[config.mk]
export PLATFORM = sky130hd
export DESIGN_NAME = uart_tx
export DESIGN_NICKNAME = d
export VERILOG_FILES = /design/src/rtl/uart_tx.sv
export SDC_FILE = /design/constraint.sdc
export NUM_CORES = 1
export LEC_CHECK = 0
export ABC_AREA = 1
export CORE_ASPECT_RATIO = 0.9
export CORE_MARGIN = 5
export CORE_UTILIZATION = 50
export DETAILED_ROUTE_END_ITERATION = 6
export PLACE_DENSITY = 0.67
export SLEW_MARGIN = 20
export SYNTH_ARGS = -nofsm -noshare
export SYNTH_HDL_FRONTEND = slang
export SYNTH_SLANG_ARGS = --single-unit
[constraint.sdc]
create_clock -name clk -period 3.3 [get_ports clk]
set_clock_uncertainty 0.1 [all_clocks]
set_input_delay 0.66 -clock clk [delete_from_list [all_inputs] [get_ports clk]]
set_output_delay 0.66 -clock clk [all_outputs]
set_load 0.05 [all_outputs]
[src/rtl/uart_tx.sv]
// uart_tx: 8N1 (or 8N2) UART transmitter fed from a byte FIFO.
// Queued bytes are framed as start bit, 8 data bits LSB-first, then
// STOP_BITS stop bits, every line bit held for CLKPERBIT clocks.
// When the FIFO still has data at the end of a frame, the next start bit
// follows the last stop clock with no idle gap between frames.
//
// Write handshake: data_valid is a one-cycle write strobe with no ready
// signal. A byte is accepted at a clk edge when the FIFO is not full, or
// when the transmitter pops the head at that same edge. A byte that is not
// accepted is dropped, and overflow pulses for one cycle after that edge.
module uart_tx #(
  parameter real SYSCLOCK   = 27.0,
  parameter real BAUDRATE   = 1.0,
  parameter int  FIFO_DEPTH = 16,
  parameter int  STOP_BITS  = 1
) (
  input  logic       clk,
  input  logic       rst_n,
  input  logic [7:0] data_in,
  input  logic       data_valid,
  output logic       fifo_full,
  output logic       fifo_empty,
  output logic       overflow,
  output logic       tx,
  output logic       tx_bsy,
  output logic       tx_done,
  output logic [1:0] dbg_state
);

  localparam int CLKPERBIT = int'(SYSCLOCK / BAUDRATE);
  localparam int CW        = (CLKPERBIT > 1) ? $clog2(CLKPERBIT) : 1;
  localparam int PW        = $clog2(FIFO_DEPTH);
  localparam int NW        = PW + 1;

  localparam logic [CW-1:0] C_LAST     = CW'(CLKPERBIT - 1);
  localparam logic [2:0]    C_STOP_END = 3'(STOP_BITS - 1);
  localparam logic [NW-1:0] C_DEPTH    = NW'(FIFO_DEPTH);

  typedef enum logic [1:0] {
    S_IDLE  = 2'd0,
    S_START = 2'd1,
    S_DATA  = 2'd2,
    S_STOP  = 2'd3
  } state_t;

  // FSM and line registers
  state_t          r_state;
  logic [CW-1:0]   r_clk_cnt;
  logic [2:0]      r_bit_idx;
  logic [7:0]      r_shift;
  logic            r_tx;
  logic            r_bsy;
  logic            r_ovf;

  // FIFO storage and bookkeeping
  logic [7:0]      r_mem [FIFO_DEPTH];
  logic [PW-1:0]   r_wr_ptr;
  logic [PW-1:0]   r_rd_ptr;
  logic [NW-1:0]   r_count;
  logic            r_full;
  logic            r_empty;

  // Combinational next values
  state_t          w_next_state;
  logic [CW-1:0]   w_next_cnt;
  logic [2:0]      w_next_idx;
  logic [7:0]      w_next_shift;
  logic            w_next_tx;
  logic            w_next_bsy;
  logic            w_pop;
  logic            w_done;
  logic            w_push;
  logic            w_bit_end;
  logic [NW-1:0]   w_count_next;

  assign w_bit_end = (r_clk_cnt == C_LAST);

  // A push may use the slot being freed by a pop at the same edge.
  assign w_push = data_valid && (!r_full || w_pop);

  // Next-state and next-output decode for the framing FSM.
  always_comb begin
    w_next_state = r_state;
    w_next_cnt   = r_clk_cnt + 1'b1;
    w_next_idx   = r_bit_idx;
    w_next_shift = r_shift;
    w_next_tx    = r_tx;
    w_next_bsy   = r_bsy;
    w_pop        = 1'b0;
    w_done       = 1'b0;
    case (r_state)
      S_IDLE: begin
        w_next_cnt = '0;
        w_next_tx  = 1'b1;
        if (!r_empty) begin
          w_pop        = 1'b1;
          w_next_shift = r_mem[r_rd_ptr];
          w_next_state = S_START;
          w_next_tx    = 1'b0;
          w_next_bsy   = 1'b1;
        end
      end
      S_START: begin
        if (w_bit_end) begin
          w_next_cnt   = '0;
          w_next_idx   = '0;
          w_next_state = S_DATA;
          w_next_tx    = r_shift[0];
        end
      end
      S_DATA: begin
        if (w_bit_end) begin
          w_next_cnt = '0;
          if (r_bit_idx == 3'd7) begin
            w_next_idx   = '0;
            w_next_state = S_STOP;
            w_next_tx    = 1'b1;
          end else begin
            w_next_idx   = r_bit_idx + 3'd1;
            w_next_shift = {1'b0, r_shift[7:1]};
            w_next_tx    = r_shift[1];
          end
        end
      end
      S_STOP: begin
        if (w_bit_end) begin
          w_next_cnt = '0;
          if (r_bit_idx == C_STOP_END) begin
            w_done     = 1'b1;
            w_next_idx = '0;
            if (!r_empty) begin
              // Chain straight into the next frame's start bit.
              w_pop        = 1'b1;
              w_next_shift = r_mem[r_rd_ptr];
              w_next_state = S_START;
              w_next_tx    = 1'b0;
            end else begin
              w_next_state = S_IDLE;
              w_next_tx    = 1'b1;
              w_next_bsy   = 1'b0;
            end
          end else begin
            w_next_idx = r_bit_idx + 3'd1;
          end
        end
      end
      default: begin
        w_next_state = S_IDLE;
        w_next_tx    = 1'b1;
        w_next_bsy   = 1'b0;
      end
    endcase
  end

  // FSM state and registered line outputs.
  always_ff @(posedge clk or negedge rst_n) begin
    if (!rst_n) begin
      r_state   <= S_IDLE;
      r_clk_cnt <= '0;
      r_bit_idx <= '0;
      r_shift   <= '0;
      r_tx      <= 1'b1;
      r_bsy     <= 1'b0;
    end else begin
      r_state   <= w_next_state;
      r_clk_cnt <= w_next_cnt;
      r_bit_idx <= w_next_idx;
      r_shift   <= w_next_shift;
      r_tx      <= w_next_tx;
      r_bsy     <= w_next_bsy;
    end
  end

  // Occupancy after this edge's push and pop.
  always_comb begin
    w_count_next = r_count;
    case ({w_push, w_pop})
      2'b10:   w_count_next = r_count + 1'b1;
      2'b01:   w_count_next = r_count - 1'b1;
      default: w_count_next = r_count;
    endcase
  end

  // FIFO pointers, count, registered flags and the overflow pulse.
  always_ff @(posedge clk or negedge rst_n) begin
    if (!rst_n) begin
      r_wr_ptr <= '0;
      r_rd_ptr <= '0;
      r_count  <= '0;
      r_full   <= 1'b0;
      r_empty  <= 1'b1;
      r_ovf    <= 1'b0;
    end else begin
      if (w_push) r_wr_ptr <= r_wr_ptr + 1'b1;
      if (w_pop)  r_rd_ptr <= r_rd_ptr + 1'b1;
      r_count <= w_count_next;
      r_full  <= (w_count_next == C_DEPTH);
      r_empty <= (w_count_next == '0);
      r_ovf   <= data_valid && !w_push;
    end
  end

  // FIFO storage; data_in is captured on the accepting edge.
  always_ff @(posedge clk) begin
    if (w_push) r_mem[r_wr_ptr] <= data_in;
  end

  assign fifo_full  = r_full;
  assign fifo_empty = r_empty;
  assign overflow   = r_ovf;
  assign tx         = r_tx;
  assign tx_bsy     = r_bsy;
  assign tx_done    = w_done;
  assign dbg_state  = r_state;

endmodule

Word level (Yosys, flattened, before mapping) --
Memory sizes are Yosys's and may differ from the RTL's. Cells that the tools add are included. W data, S select, Z words.
Word-level totals: RAM bits 128, bits of input ports 11, register bits 36, memories kept 1, bits in latches 0, output and inout port bits 8, logic and storage cells 96, memory bits (read-only) 0
Memories:
- r_mem | words 16, bits a word 8, read ports 1, clocked after memory_dff 0, write ports 1, line 56 | logic [7:0] r_mem [FIFO_DEPTH];
Operators by class: bitwise gates (word level) 0, order comparisons 0, add/sub/neg operators 6, muxes and demuxes 44, multipliers 0, reductions and logical operators 17, divide/modulo/power cells 0, shifts and indexed selects 0, equality and inequality tests 16
Operators with widths (count):
- $mux W8 | 5
- $pmux W8 S3 | 1
- $pmux W5 S2 | 2
- $mux W1 | 19
- $ne A2 B2 Y1 const B | 8
- $mux W3 | 5
- $mux W2 | 6
- $add A5 B1 Y5 const B | 2
- $eq A5 B5 Y1 const B | 2
- $reduce_and A5 Y1 | 2
- $pmux W3 S3 | 1
- $add A4 B1 Y4 const B | 2
- $pmux W2 S4 | 1
- $reduce_and A4 Y1 | 2
- $eq A2 B2 Y1 const B | 3
- $reduce_and A6 Y1 | 1
- $reduce_bool A3 Y1 | 2
- $logic_not A5 Y1 | 1
- $mux W5 | 1
- $sub A5 B1 Y5 const B | 1
- $eq A2 B1 Y1 const B | 2
- $pmux W1 S2 | 2
- $pmux W1 S4 | 1
- $add A3 B1 Y3 const B | 1
- other kinds (8) | 10

Depth between registers and ports, before layout --
Gate-level depths: netlist of the first run.
word-level depth 9, mapped depth 17, gate-level depth less buffers 16

Worst setup path before layout of the first run --
OpenSTA, ideal clock, no wires.
path type register to register, from reg r_state[0], in the netlist dbg_state[0], to reg r_full, in the netlist fifo_full, slack 0.074 ns, cell stages (with the launch flop) 16, arrival time 3.048 ns, data required time 3.123 ns, period minus slack after synthesis 3.226 ns, buffers on the path 1, setup time 0.077 ns, path through dfrtp_1 inv_1 ha_1 nor2_1 nand2_2 nand2_2 nand2_4 buf_6 ha_1 fa_1 or2_2 o21ai_0 inv_1 nor3_1 nand3_1 a21oi_1
On the way: longest elaborated chain between the ends 7, elaborated cells between the ends (all ways) 9, those cells by class 4 x eq/ne; 2 x mux; 3 x reduce/logical
RTL lines:
- from (decl) | line 47 | state_t r_state;
- from (signal assigned) | line 165 | r_state <= w_next_state;
- $eq A2 B2 Y1 or $logic_not A2 Y1 (tied branches) | line 91 | case (r_state)
- $pmux W1 S2 * | line 91
- $logic_or A1 B1 Y1 | line 79 | assign w_push = data_valid && (!r_full || w_pop);
- $logic_and A1 B1 Y1 | line 79
- $eq A2 B1 Y1 or $eq A2 B2 Y1 (tied branches) | line 177 | case ({w_push, w_pop})
- $pmux W5 S2 * | line 177
- named net w_count_next[1] | line 74 | logic [NW-1:0] w_count_next;
- $eq A5 B5 Y1 * | line 197 | r_full <= (w_count_next == C_DEPTH);
- to (signal assigned) | line 197
- to (decl) | line 60 | logic r_full;
Mark *: on every way through the listed nets, which the timed path passes. The rest lies on a longest branch. A chain may end at the register's enable or synchronous reset.

Final worst setup path of the first run --
from reg r_state[0], in the netlist dbg_state[0], to reg r_full, in the netlist fifo_full
On the way: longest elaborated chain between the ends 7, elaborated cells between the ends (all ways) 9, those cells by class 4 x eq/ne; 2 x mux; 3 x reduce/logical
RTL lines:
- $eq A2 B2 Y1 or $logic_not A2 Y1 (tied branches) | line 91
- $pmux W1 S2 * | line 91
- named net w_pop | line 70 | logic w_pop;
- $logic_or A1 B1 Y1 | line 79
- $logic_and A1 B1 Y1 | line 79
- $eq A2 B1 Y1 or $eq A2 B2 Y1 (tied branches) | line 177
- $pmux W5 S2 * | line 177
- named net w_count_next[1] | line 74
- $eq A5 B5 Y1 * | line 197
Marks and branches as above.

==> run metrics, run 1 <==
outcome=completed; Max IR drop VDD=approximately 0.58 mV; routability cong.=a little under 0.9; DRC violations left=0; WL/cell=between 15 and 20 um; WS Path Type=reg2reg; vias in the first global route=around 4900; critical path peak fanout=5; Core Footprint=14700 sq um; post-cts resize count=0; # Post-CTS Setup Buffers=0; RSZ-0062 raised after global routing=false; Num CTS Buffers=17; Worst setup startpoint=dbg_state[0]; max cap viols=0; routed via count=4946; Horiz. Die Dim=approximately 140 um; most frequent cells in the layout=214 x nand2_1, 128 x edfxtp_1, 91 x nand3_1, 83 x inv_1, 46 x nor2_1; Hold WC Path Type=in2async; pre-CTS WS=307 ps; Routed Antenna Nets=0; Worst-Skew Late Latency=420 ps; post-DP HPWL=~9600 um; final hold violations=0; Async S/R FF share, synth=approximately 22%; leakage power=roughly 3.6 nW; Syn Area/Cell=slightly above 10 sq um; min cycle time layout=a little over 3000 ps; die area=between 15000 and 20000 sq um; commonest non-fill, non-tap cell in the layout=nand2_1; diode count=0; first-pass GRT wire length=25300 um; R2R cell count=13; Worst Setup EP=fifo_full; synth warn=0; r2r startpoint=dbg_state[0]; io pins=19; IO Port Bufs=18; count of hold-fix buffers inserted at cts=0; setup TNS=0 ps; Post-synth top flop=edfxtp_1; flop2flop setup slack=280 ps; CTS Buffer Depth=2; critical path startpoint category=flip-flop; layout cell share with drive strength beyond 1=under 10%; number of synthesized flops with an enable pin=around 130; FMAX=roughly 330 MHz; WP data arrival=approximately 3300 ps; initial antenna violation count=0; H-tree depth=4; area grow syn2layout=13.4%; drt pass-1 iters=5; final core utilization=between 50% and 60%; FILL cells=~1200; clock slew at reported path FFs=around 60 ps; hold_ws=approximately 250 ps; max-slew violations=0; root buffer cell=clkbuf_16; Final setup viols=0; final worst slack=around 280 ps; CTS tree=built; 1st-iter DRT viols=544; DIE HEIGHT=roughly 130 um; NumNets Final=around 800; largest net degree at the start of global routing=73; Total Wirelength=15600 um; Power Dens Cells=between 800 and 900 nW/um^2; CP Capture Type=flip-flop; CP required=3540 ps; Seq/Total Area, Yosys=between 60% and 70%; CTS sink cnt=~160; row count=42; Netlist cell types=33; mapped cell area=~7400 sq um; Yosys reg bits=~160; total track usage=18.7%; Vias/cell=between 5 and 6; period utilization=about nine tenths; Worst-Margin Slew=approximately 830 ps; relative slew slack=between 40 and 50%; Cells after Synth=~730; Post-Syn Nets=760; RR Endpoint=fifo_full; Initial Util=between 50% and 60%; total gr overflow=0
[how the worst min path moves through the flow]
stage                   end  slack, ps  cells past startpoint
6_report         r_shift[7]        250                      1
5_1_grt          r_shift[6]        310                      1
4_1_cts          r_shift[6]        260                      1
3_5_place_dp     r_shift[2]        370                      2
3_3_place_gp     r_shift[6]        360                      2
2_1_floorplan  dbg_state[0]        260                      0
[cells by family after synthesis]
kind of cell / synth area share, %
simple gates: 21.6
flops: 63.9
compound gates: 3.19
fa+ha+maj: 3.47
xor+xnor: 1.18
buf+inv: 6.61
[per-layer routing]
metal / wire length, um / GRT usage, % / up-vias
met4: 259 / 5.87 / 0
met1: 6850 / 24.6 / 2323
met2: 7690 / 30.5 / 136
li1: - / - / 2466
met3: 801 / 4.85 / 21
met5: 0 / 0 / -
[cells in the mapped netlist, drive strengths merged, types with 3 or more instances]
cell    count  share of area (%)
ha         19                3.2
a21oi      10               0.67
nand2     217                 11
xor2        7               0.83
nand3      91                6.1
o211ai      6               0.61
nand4       5               0.71
clkbuf      4               0.20
dfrtp      34                 11
xnor2       3               0.35
buf        25                2.1
inv        85                4.3
nor3       17                1.1
edfxtp    128                 52
o21ai      24                1.7
nor2       46                2.3
[worst max-delay path: stages, from the launching register on]
cell,delay (ps)
dfrtp_1,420
inv_1,120
ha_1,360
nor2_1,130
nand2_2,110
inv_1,120
ha_1,300
fa_1,440
or2_2,270
o21ai_0,70
inv_1,80
nor3_1,150
nand3_1,120
a21oi_1,150
[where the power goes]
group          internal [mW]  switching, mW  total, mW
Combinational          0.904           1.93       2.84
Sequential              2.59          0.202       2.79
Clock                   1.10          0.744       1.85
[stage by stage]
stage          power, mW  instances  cell area, sq um
6_report            7.48        970              8420
5_1_grt             8.01        970              8420
4_1_cts             7.52        970              8420
3_5_place_dp        5.66        939              7870
3_3_place_gp        5.56        939              7870
2_1_floorplan       4.88        729              7420
[sequential cells by signal (all words and copies together), names as in the netlist]
register	cells
dbg_state	2
fifo_empty	1
fifo_full	1
overflow	1
r_bit_idx	3
r_clk_cnt	5
r_count	5
r_mem	128
r_rd_ptr	4
r_shift	8
r_wr_ptr	4
tx	1
tx_bsy	1
[layout make-up]
cell class,instances,area (sq um),area share (%)
clock buffer,21,440,5.23
clock inverter,10,110,1.31
inverter,86,323,3.84
multi-input combinational,450,2190,26.0
sequential,164,4750,56.4
tap,198,248,2.94
timing repair buffer,41,360,4.28
Note: power is estimated with default switching activity, not from simulation.
==> run 2: changes to the inputs <==
- CTS_CLUSTER_DIAMETER: not set -> 120
- CTS_CLUSTER_SIZE: not set -> 14
==> results of run 2 <==
No change in the layout: final DEF, timing and power equal those of run 1.
==> run 3: changes to the inputs <==
- CORE_UTILIZATION: 50 -> 45
- PLACE_DENSITY: 0.67 -> not set
==> run 3 against run 2 <==
Combinational power about the same. Total power about the same. Critical endpoint unchanged. Highest routed layer unchanged. Register-to-register slack improved by 20 ps. Sequential power about the same. Wire length increased by 2.5%. Final area increased by 0.22%. Clock-buffer cell count unchanged.
==> run metrics, run 3 (same netlist as run 1, synthesis figures left out) <==
outcome=completed; io pins=19 (unchanged); Max IR drop VDD=0.474 mV (-19%); met3 usage=3.68% (-1.2 points); routability cong.=0.804 (-7.4%); row count=44 (+4.8%); clock slew at reported path FFs=60 ps (about the same); first-pass GRT wire length=26200 um (+3.5%); max-slew violations=0 (unchanged); NumNets Final=793 (+0.25%); CP required=3550 ps (about the same); Final Power=7.48 mW (about the same); CTS sink cnt=164 (unchanged); WS Path Type=reg2reg; placed cell count=950 (+1.2%); R2R cell count=13 (unchanged); # Post-CTS Setup Buffers=0 (unchanged); die area=19200 sq um (+10%); CP Capture Type=flip-flop; max FFs per register=128 (unchanged); initial antenna violation count=0 (unchanged); post-DP HPWL=10200 um (+5.4%); Non-Filler Instances=982 (+1.2%); Worst-Skew Late Latency=430 ps (about the same); final hold violations=0 (unchanged); min cycle time layout=3000 ps (-15.9 ps); Hold WC Path Type=in2async; Vias/cell=5.12 (+0.32%); GRT met1 Usage=24.2% (-0.42 points); area grow syn2layout=13.6%; WP data arrival=3250 ps (about the same); drt pass-1 iters=5 (unchanged); Num CTS Buffers=17 (unchanged); flop2flop setup slack=300 ps (+20 ps); most frequent cells in the layout=214 x nand2_1, 128 x edfxtp_1, 91 x nand3_1, 83 x inv_1, 46 x nor2_1; relative slew slack=45.8% (+1.5 points); GR Util met2=27.0% (-3.5 points); leakage power=3.58 nW (+0.25%); final core utilization=52.1% (-5.3 points); diode count=0 (unchanged); FMAX=333 MHz (+0.53%); Initial Util=45.9% (-4.8 points); IO Port Bufs=18 (unchanged); Final setup viols=0 (unchanged); period utilization=91.0% (-0.48 points); Routed Antenna Nets=0 (unchanged); vias in the first global route=4995 (+2.4%); commonest non-fill, non-tap cell in the layout=nand2_1; largest net degree at the start of global routing=73 (unchanged); 1st-iter DRT viols=431 (-21%); RSZ-0062 raised after global routing=false; setup TNS=0 ps (unchanged); Power Dens Cells=887 nW/um^2 (-0.16%); total track usage=17.3% (-1.4 points); biggest regs=r_mem (128), r_shift (8); CTS Buffer Depth=2 (unchanged); max cap viols=0 (unchanged); DIE HEIGHT=132 um (+5.0%); WL/cell=16.3 um (+1.3%); gr busiest metal=met2; critical path startpoint category=flip-flop; r2r startpoint=dbg_state[0]; total gr overflow=0 (unchanged); Worst-Margin Slew=813 ps (-21.8 ps); Horiz. Die Dim=145 um (+5.0%); FILL cells=1491 (+26%); Total Wirelength=16000 um (+2.5%); routed via count=5023 (+1.6%); root buffer cell=clkbuf_16; layout cell share with drive strength beyond 1=8.77% (+0.61 points); critical path peak fanout=5 (unchanged); Core Footprint=16200 sq um (+10%); DRC violations left=0 (unchanged); Top reg by flops=r_mem; RR Endpoint=fifo_full; CTS tree=built; H-tree depth=4 (unchanged)
==> run 3: worst max-delay path by stage <==
stage,startpoint,endpoint,slack [ps]
after CTS,dbg_state[0],fifo_full,260
after global placement,data_valid,fifo_full,360
after global routing,dbg_state[0],fifo_full,60
after floorplan,dbg_state[0],fifo_full,70
after detailed placement,dbg_state[0],fifo_full,270
final,dbg_state[0],fifo_full,300
==> run 3: critical path, stage by stage (launching register included) <==
cell     delay (ps)
dfrtp_1         420
inv_1           120
ha_1            350
nor2_1          140
nand2_2         120
inv_1           120
ha_2            260
fa_1            420
or2_2           270
o21ai_0          80
inv_1            90
nor3_1          180
nand3_1         130
a21oi_1         130
==> run 3: metal layers <==
layer,part of all wire (%),vias to the layer above
li1,-,2469
met1,46,2410
met2,47,126
met3,4.9,18
met4,1.4,0
met5,0,-
==> run 3: metrics by stage <==
stage | instance area [sq um] | setup slack [ps] | hold WS, ps
floorplan | 7420 | 74.1 | 264
global placement | 7880 | 359 | 364
detailed placement | 7880 | 270 | 371
CTS | 8430 | 257 | 243
global route | 8440 | 64.3 | 300
finish | 8440 | 297 | 220
==> run 3: area by class of cell <==
class | instances | area, sq um | share of cell area [%]
clock buffers | 21 | 440 | 5.22
repair buffers | 43 | 363 | 4.30
clock inverters | 11 | 113 | 1.33
inverters | 86 | 323 | 3.83
flip-flops and latches | 164 | 4750 | 56.3
well taps | 207 | 259 | 3.07
multi-input cells | 450 | 2190 | 26.0
==> run 3: report_power, final <==
part           switching [mW]  leakage (nW)  internal (mW)  total, mW
logic                    1.92          1.71          0.907       2.82
clock network           0.766         0.266           1.10       1.87
registers               0.200          1.60           2.59       2.79
total                    2.88          3.58           4.60       7.48
==> run 3: repair_timing <==
item,in CTS,in global routing
hold buffers,0,0
resized for setup,0,1
setup endpoints to repair,0,2
